--- config.mk ---
export PLATFORM = sky130hd
export DESIGN_NAME = decode_issue
export DESIGN_NICKNAME = d
export VERILOG_FILES = /design/src/rtl/decode_issue.sv
export SDC_FILE = /design/constraint.sdc
export NUM_CORES = 2
export LEC_CHECK = 0
export BUFFER_PORTS_ARGS = -buffer_cell sky130_fd_sc_hd__buf_2
export CAP_MARGIN = 20
export CORE_MARGIN = 2
export CORE_UTILIZATION = 52
export DETAILED_ROUTE_END_ITERATION = 8
export PLACE_DENSITY_LB_ADDON = 0.25
export RECOVER_POWER = 50
export SYNTH_ARGS = -nofsm -noshare
export SYNTH_HDL_FRONTEND = slang
export SYNTH_SLANG_ARGS = --single-unit
export TNS_END_PERCENT = 1
--- constraint.sdc ---
create_clock -name clk -period 3.1 [get_ports clk]
set_input_delay 0.155 -clock clk [delete_from_list [all_inputs] [get_ports clk]]
set_output_delay 0.155 -clock clk [all_outputs]
set_load 0.01 [all_outputs]
--- src/rtl/decode_issue.sv ---
// decode_issue: decode and issue stage feeding the ALU.
// Splits instruction words, reads operands from a 32x32 register file,
// tracks in-flight destinations in a scoreboard and holds each decoded
// operation until the ALU side accepts it.
// Optional feature: define DECODE_ISSUE_BYPASS_EN to let a same-cycle
// writeback satisfy a pending operand (value forwarded from wb_data).
module decode_issue (
  input  logic        clk,
  input  logic        rst_n,
  input  logic        if_valid,
  input  logic [31:0] if_instr,
  output logic        if_ready,
  output logic        ex_valid,
  input  logic        ex_ready,
  output logic [5:0]  ex_opcode,
  output logic [5:0]  ex_funct,
  output logic [15:0] ex_imm,
  output logic [31:0] ex_a,
  output logic [31:0] ex_b,
  output logic [4:0]  ex_rd,
  input  logic        wb_en,
  input  logic [4:0]  wb_addr,
  input  logic [31:0] wb_data,
  output logic        illegal
);

  // Architectural state
  logic [31:0] r_rf [1:31];
  logic [31:1] r_pending;

  // Output holding register
  logic        r_ex_valid;
  logic [5:0]  r_ex_opcode;
  logic [5:0]  r_ex_funct;
  logic [15:0] r_ex_imm;
  logic [31:0] r_ex_a;
  logic [31:0] r_ex_b;
  logic [4:0]  r_ex_rd;
  logic        r_illegal;

  // Decode fields
  logic [5:0]  w_opcode;
  logic [4:0]  w_rs;
  logic [4:0]  w_rt;
  logic [4:0]  w_dest;
  logic        w_is_r;
  logic        w_is_i;
  logic        w_legal;

  // Register file view with r0 hard-wired to zero, writeback decode
  logic [31:0] w_rf [0:31];
  logic [31:0] w_wb_dec;
  logic [31:0] w_pend;
  logic [31:0] w_pend_eff;
  logic [31:0] w_a;
  logic [31:0] w_b_raw;
  logic [31:0] w_b;
  logic        w_hazard;
  logic        w_xfer;
  logic        w_issue;

  assign w_opcode = if_instr[31:26];
  assign w_rs     = if_instr[25:21];
  assign w_rt     = if_instr[20:16];
  assign w_is_r   = (w_opcode == 6'd0);
  assign w_is_i   = (w_opcode >= 6'd1) && (w_opcode <= 6'd6);
  assign w_legal  = w_is_r || w_is_i;
  assign w_dest   = w_is_r ? if_instr[15:11] : if_instr[20:16];

  assign w_rf[0]     = '0;
  assign w_wb_dec[0] = 1'b0;
  genvar gi;
  generate
    for (gi = 1; gi < 32; gi++) begin : g_reg
      assign w_rf[gi]     = r_rf[gi];
      assign w_wb_dec[gi] = wb_en && (wb_addr == 5'(gi));
    end
  endgenerate

  // r0 is never pending
  assign w_pend = {r_pending, 1'b0};

`ifdef DECODE_ISSUE_BYPASS_EN
  // A writeback landing this cycle resolves the dependency and supplies the operand
  assign w_pend_eff = w_pend & ~w_wb_dec;
  assign w_a        = w_wb_dec[w_rs] ? wb_data : w_rf[w_rs];
  assign w_b_raw    = w_wb_dec[w_rt] ? wb_data : w_rf[w_rt];
`else
  // Pending bit holds until the writeback edge; the file is read afterwards
  assign w_pend_eff = w_pend;
  assign w_a        = w_rf[w_rs];
  assign w_b_raw    = w_rf[w_rt];
`endif

  assign w_b = w_is_r ? w_b_raw : '0;

  // Illegal opcodes read nothing and write nothing, so they never stall on hazards
  assign w_hazard = w_legal && (w_pend_eff[w_rs] ||
                                (w_is_r && w_pend_eff[w_rt]) ||
                                w_pend_eff[w_dest]);

  assign if_ready = rst_n && !w_hazard && (!r_ex_valid || ex_ready);
  assign w_xfer   = if_valid && if_ready;
  assign w_issue  = w_xfer && w_legal;

  // Register file: writeback strobe updates r1..r31
  always_ff @(posedge clk or negedge rst_n) begin
    if (!rst_n) begin
      for (int i = 1; i < 32; i++) r_rf[i] <= '0;
    end else begin
      for (int i = 1; i < 32; i++) begin
        if (w_wb_dec[i]) r_rf[i] <= wb_data;
      end
    end
  end

  // Scoreboard: set on issue of a destination, clear on writeback, set wins
  always_ff @(posedge clk or negedge rst_n) begin
    if (!rst_n) begin
      r_pending <= '0;
    end else begin
      for (int i = 1; i < 32; i++) begin
        if (w_issue && (w_dest == 5'(i))) r_pending[i] <= 1'b1;
        else if (w_wb_dec[i])             r_pending[i] <= 1'b0;
      end
    end
  end

  // Output register: load on issue, hold while stalled, drop valid once consumed
  always_ff @(posedge clk or negedge rst_n) begin
    if (!rst_n) begin
      r_ex_valid  <= 1'b0;
      r_ex_opcode <= '0;
      r_ex_funct  <= '0;
      r_ex_imm    <= '0;
      r_ex_a      <= '0;
      r_ex_b      <= '0;
      r_ex_rd     <= '0;
      r_illegal   <= 1'b0;
    end else begin
      if (w_issue) begin
        r_ex_valid  <= 1'b1;
        r_ex_opcode <= w_opcode;
        r_ex_funct  <= w_is_r ? if_instr[5:0] : 6'd0;
        r_ex_imm    <= if_instr[15:0];
        r_ex_a      <= w_a;
        r_ex_b      <= w_b;
        r_ex_rd     <= w_dest;
      end else if (ex_ready) begin
        r_ex_valid  <= 1'b0;
      end
      r_illegal <= w_xfer && !w_legal;
    end
  end

  assign ex_valid  = r_ex_valid;
  assign ex_opcode = r_ex_opcode;
  assign ex_funct  = r_ex_funct;
  assign ex_imm    = r_ex_imm;
  assign ex_a      = r_ex_a;
  assign ex_b      = r_ex_b;
  assign ex_rd     = r_ex_rd;
  assign illegal   = r_illegal;

endmodule

Yosys cells after proc, flatten, opt, wreduce, memory -nomap -nowiden
Cells that the tools add are included.
- order comparisons: 7
- reductions and logical operators: 110
- bitwise logic cells: 2
- mux-type cells: 79
- equal/unequal tests: 62
- operator list (kind ; number):
    binary-select mux 32 bit (select 5 bit) ; 2
    == test 5 bit (second input constant) ; 32
    two-way mux 32 bit ; 5
    == test 5 x 4 -> 1 bit (second input constant) ; 16
    logical AND 1 bit ; 70
    two-way mux 1 bit ; 67
    nonzero test 2 bit ; 32
    == test 5 x 3 -> 1 bit (second input constant) ; 8
    == test 5 x 2 -> 1 bit (second input constant) ; 4
    < comparator 5 x 6 -> 1 bit (second input constant) ; 3
    binary-select mux 1 bit (select 5 bit) ; 3
    >= comparator 6 bit (second input constant) ; 2
    NOT 5 -> 6 bit ; 2
    == test 5 x 1 -> 1 bit (second input constant) ; 2
    >= comparator 6 x 1 -> 1 bit (second input constant) ; 1
    less-or-equal comparator 6 x 3 -> 1 bit (second input constant) ; 1
    zero test 6 bit ; 1
    two-way mux 6 bit ; 1
    two-way mux 5 bit ; 1
    logical OR 1 bit ; 4
    zero test 1 bit ; 3
- flip-flop bits (word level): 1122
- bits of input ports: 74

Longest topological paths before layout
- depth in word-level cells: 13
- gate-level depth with buffers: 12

Worst setup path after synthesis
Ideal clock, no wire load.
- path type: input to register
- start point: input if_instr[22]
- end point: register r_ex_a[31], in the netlist ex_a[31]
- slack: 0.211 ns
- required time: 2.973 ns
- path buffers: 4
- data arrival time: 2.762 ns
- stages: 8
- path through: clkbuf_1 -> buf_1 -> clkbuf_1 -> clkbuf_1 -> mux4_2 -> mux4_2 -> mux2_2 -> mux2_1
- cells in the longest elaborated chain, start to end: 10
- elaborated cells on any way between the ends: 14
- classes of those cells: mux (5); bitwise (1); reduce/logical (8)
- ends and longest elaborated chain (item ; line ; RTL):
    from (decl) ; 11 ; input logic [31:0] if_instr,
    binary-select mux 1 bit (select 5 bit) ; 98 ; assign w_hazard = w_legal && (w_pend_eff[w_rs] ||
    two-way mux 1 bit (not written as such) ; 98 ;
    logical OR 1 bit ; 98 ;
    logical OR 1 bit ; 99 ; (w_is_r && w_pend_eff[w_rt]) ||
    logical AND 1 bit ; 98 ;
    zero test 1 bit ; 102 ; assign if_ready = rst_n && !w_hazard && (!r_ex_valid || ex_ready);
    logical AND 1 bit (2 in series) ; 102 ;
    logical AND 1 bit ; 103 ; assign w_xfer = if_valid && if_ready;
    logical AND 1 bit ; 104 ; assign w_issue = w_xfer && w_legal;
    to (signal assigned) ; 146 ; r_ex_a <= w_a;
    to (decl) ; 36 ; logic [31:0] r_ex_a;
Several ways; a longest one is shown, not always the timed one. The select of a mux whose other input is x is not followed.
A chain may end at the register's enable or synchronous reset.

Worst setup path in the final report
- start point: register r_pending[6] (netlist bit)
- end point: output if_ready
- cells in the longest elaborated chain, start to end: 9
- elaborated cells on any way between the ends: 13
- classes of those cells: mux (6); reduce/logical (7)
- ends and longest elaborated chain (item ; line ; RTL):
    from (decl) ; 29 ; logic [31:1] r_pending;
    from (signal assigned) ; 120 ; r_pending <= '0;
    from (signal, indexed assignment) ; 123 ; if (w_issue && (w_dest == 5'(i))) r_pending[i] <= 1'b1;
    from (signal, indexed assignment) ; 124 ; else if (w_wb_dec[i]) r_pending[i] <= 1'b0;
    binary-select mux 1 bit (select 5 bit) ; 99 ;
    two-way mux 1 bit (not written as such) ; 99 ;
    logical AND 1 bit ; 99 ;
    logical OR 1 bit ; 98 ;
    logical OR 1 bit * ; 99 ;
    logical AND 1 bit * ; 98 ;
    zero test 1 bit * ; 102 ;
    logical AND 1 bit * (2 in series) ; 102 ;
    to (decl) ; 12 ; output logic if_ready,
Every way passes the cells marked *; elsewhere a longest branch is shown, timed or not. The select of a mux whose other input is x is not followed.

==> results.yml <==
status:
  status: "finished with violations"
  violations: "capacitance limit, slew limit"
setup_path:
  cpPeakStageDelay_ns: 0.48
  cp-start-kind: "flip-flop"
  path_class: "flip-flop to output pin"
  ff2ff_path_depth: 8
  cp.required_ns: 2.94
  arrival_ns: 2.88
  regToRegSetupSlack_ns: 0.19
  cp_num_cells: 7
  crit_slowest_cell: "or4bb_1"
  r2r_end: "ex_b[16]$_DFFE_PN0P_"
  end_kind: "output pin"
  critPathTopFamily: "simple AND/OR/NAND/NOR gates"
  crit_buf_inv: 1
  cp_max_fo: 2
  path_cells: "mux4_2, or4bb_1, o311ai_1, o22ai_2, or2_4, a21oi_1, buf_2"
  r2r-start: "r_pending[6]$_DFFE_PN0P_"
route:
  via_per_inst: 6.67
  drt-wirelength-per-cell_um: 30.7
  drc: 0
  wirelength_um: 166000
  drtAntennaViolNets: 0
  first_pass_iters: 5
  vias: 36100
  dr.first_iter.drc_count: 3124
synthesis:
  synth_seq_cells: 1122
  syn_avg_cell_area_um2: 15.9
  ys_async_sr_fraction_pct: 100
  synth_seq_area_share_pct: 47.6
  postSynthCellCount: 3703
  synth_area_leaders: "dfrtp_1 48%, mux4_2 22%, mux2_2 22%, clkbuf_1 1.7%, a22o_1 1.0%"
  syn_nets: 3777
  synth_cell_types: 60
  synthTopCellsByCount: "1148 x mux2_2, 1122 x dfrtp_1, 585 x mux4_2"
  synth_edf_count: 0
  synth_top_area_share_pct: 47.6
  yosys.area.top_type: "dfrtp_1"
  yosysWarnings: 0
  synth_area_um2: 58900
  ys.flop_type: "dfrtp_1"
  yosysMostFrequentCell: "mux2_2"
clocking:
  cts_tree: "done"
  insertion_delay_ns: 0.71
  clkSinkCount: 1122
  cts_root_buf: "clkbuf_16"
  path_clk_slew_ns: 0.07
  cts_buffer_depth: 3
  cts_max_level: 3
  numCtsBuffers: 120
pwr:
  p_seq_share_pct: 45.6
  power.total_w: 0.0422
  sw_frac_of_total_pct: 26.1
  powerDensity_nw_per_um2: 637
  combPwrFrac_pct: 20.0
  p_switching_w: 0.0110
  intPower_w: 0.0312
  ir_worst_vdd_mv: 0.438
  clkPwrFrac_pct: 34.4
  power.leakage_nw: 28.9
floorplanning:
  start_util_pct: 52.4
  core.rowCount: 123
  die_area_um2: 116000
  die_x_um: 341
  ios: 174
  core_area_um2: 112000
  die_h_um: 341
run:
  max_cap_viol_count: 15
sta:
  worst-slew-pin-transition_ns: 2.53
  rsz0062_at_grt: "no"
  fin_skew_ns: 0.0142
  slew_headroom_pct: -68.5
  finalCritPeriodShare_pct: 97.8
  finalMaxSlewViolations: 493
  setup_viol_count_final: 0
  clock.fmax_ghz: 0.330
  min_period_ns: 3.03
  final-hold-violation-count: 0
worst_hold_path:
  whs_path_depth: 4
  hold_class: "input pin to flip-flop"
  hold_start: "if_instr[19]"
  min_to: "ex_rd[3]$_DFFE_PN0P_"
global_routing:
  grt_pass1_vias: 37500
  grt_use_total_pct: 29.0
  grt_pass1_wl_um: 251000
  antenna_found_initial: 10
  grt_overflow: 0
  grt_max_degree: 179
finish:
  drive_gt1_share_pct: 59.0
  postLayoutCellArea_um2: 66300
  area_delta_synth_final_pct: 12.4
  layout.cells.non_filler: 5408
  nets: 3878
placed_design:
  dp_cells: 5155
  port_buffers: 173
  gp_congestion: 0.907
  dpl_cell_area_um2: 62300
  place_hpwl_um: 96100
kinds of logic (layout without fill, tap and decap cells):
logic type | count (synthesis) | in the layout | synth area share, %
muxes | 1814 | 1814 | 45.8
DFF | 1122 | 1122 | 47.6
buffers and inverters | 409 | 608 | 2.77
and+or+nand+nor | 201 | 201 | 1.64
AOI/OAI and AO/OA | 157 | 157 | 2.16
other | 0 | 6 | 0
state kept, by name, indices dropped and copies added, names as in the netlist:
register,cells
ex_a,32
ex_b,32
ex_funct,6
ex_imm,16
ex_opcode,6
ex_rd,5
ex_valid,1
illegal,1
r_pending,31
r_rf,992
stage by stage:
step / setup TNS [ns] / hold WS, ns / util [%] / setup slack, ns
after floorplan: 0 / -0.141 / - / 0.211
after global placement: -4.22 / 0.0844 / 55.4 / -0.128
after detailed placement: -6.89 / 0.0921 / 55.4 / -0.165
final: 0 / 0.0325 / 58.9 / 0.0694
after CTS: 0 / 0.0115 / 59.2 / 0.0378
after global routing: 0 / 0.0735 / 58.9 / 0.0156
cell usage in the layout (no fill, tap or decap), types with 19 or more instances in the layout:
cell type      count
mux2_2          1148
dfrtp_1         1122
mux4_2           585
buf_2            159
clkbuf_16        124
buf_4             95
a22o_1            68
nand2_1           68
mux2i_1           53
clkbuf_1          51
nor2_1            50
buf_12            44
clkinv_2          29
dlygate4sd3_1     24
clkbuf_8          23
o21ai_0           19
inv_1             19
mux2_1            19
worst min-delay path: cells and delay by family:
family | cells | cell delay [ns]
buf+inv | 1 | 0.25
mux | 1 | 0.12
simple gates | 2 | 0.16
what timing repair did:
action                                  4_1_cts  5_1_grt
cloned                                        0        0
hold endpoints to repair                    368        0
endpoints found under the setup margin        1        1
hold buffers                                 25        0
pin swaps                                     1        1
setup buffers                                 2        0
gates resized for setup                       3        0
area by class of cell:
class | instances | area (um2)
diodes | 6 | 15.0
clock buffers | 173 | 3520
clock inverters | 47 | 450
fillers | 8635 | 46200
inverters | 20 | 75.1
multi-input cells | 2172 | 29300
flip-flops and latches | 1122 | 28100
well taps | 1500 | 1880
repair buffers | 368 | 2900
power groups by stage:
stage,clock network (W),registers (W),logic (W)
2_1_floorplan,0,0.0189,0.00647
3_3_place_gp,0,0.0192,0.00828
3_5_place_dp,0,0.0194,0.00846
4_1_cts,0.0147,0.0192,0.00853
5_1_grt,0.0154,0.0196,0.00902
6_report,0.0145,0.0193,0.00845
per-layer routing:
metal	vias to the layer above	part of all wire, %	track usage (%)
li1	14600	-	-
met1	19800	42	41.4
met2	1437	48	46.2
met3	293	7.2	4.94
met4	6	2.9	8.54
met5	-	0.025	0
how the worst max path moves through the flow:
stage,startpoint,to,slack [ns]
2_1_floorplan,if_instr[22],ex_a[31]$_DFFE_PN0P_,0.21
3_3_place_gp,if_instr[29],r_pending[2]$_DFFE_PN0P_,-0.13
3_5_place_dp,if_instr[29],r_pending[1]$_DFFE_PN0P_,-0.16
4_1_cts,r_pending[6]$_DFFE_PN0P_,if_ready,0.04
5_1_grt,if_instr[12],if_ready,0.02
6_report,r_pending[6]$_DFFE_PN0P_,if_ready,0.07
(Power assumes the default switching activity.)
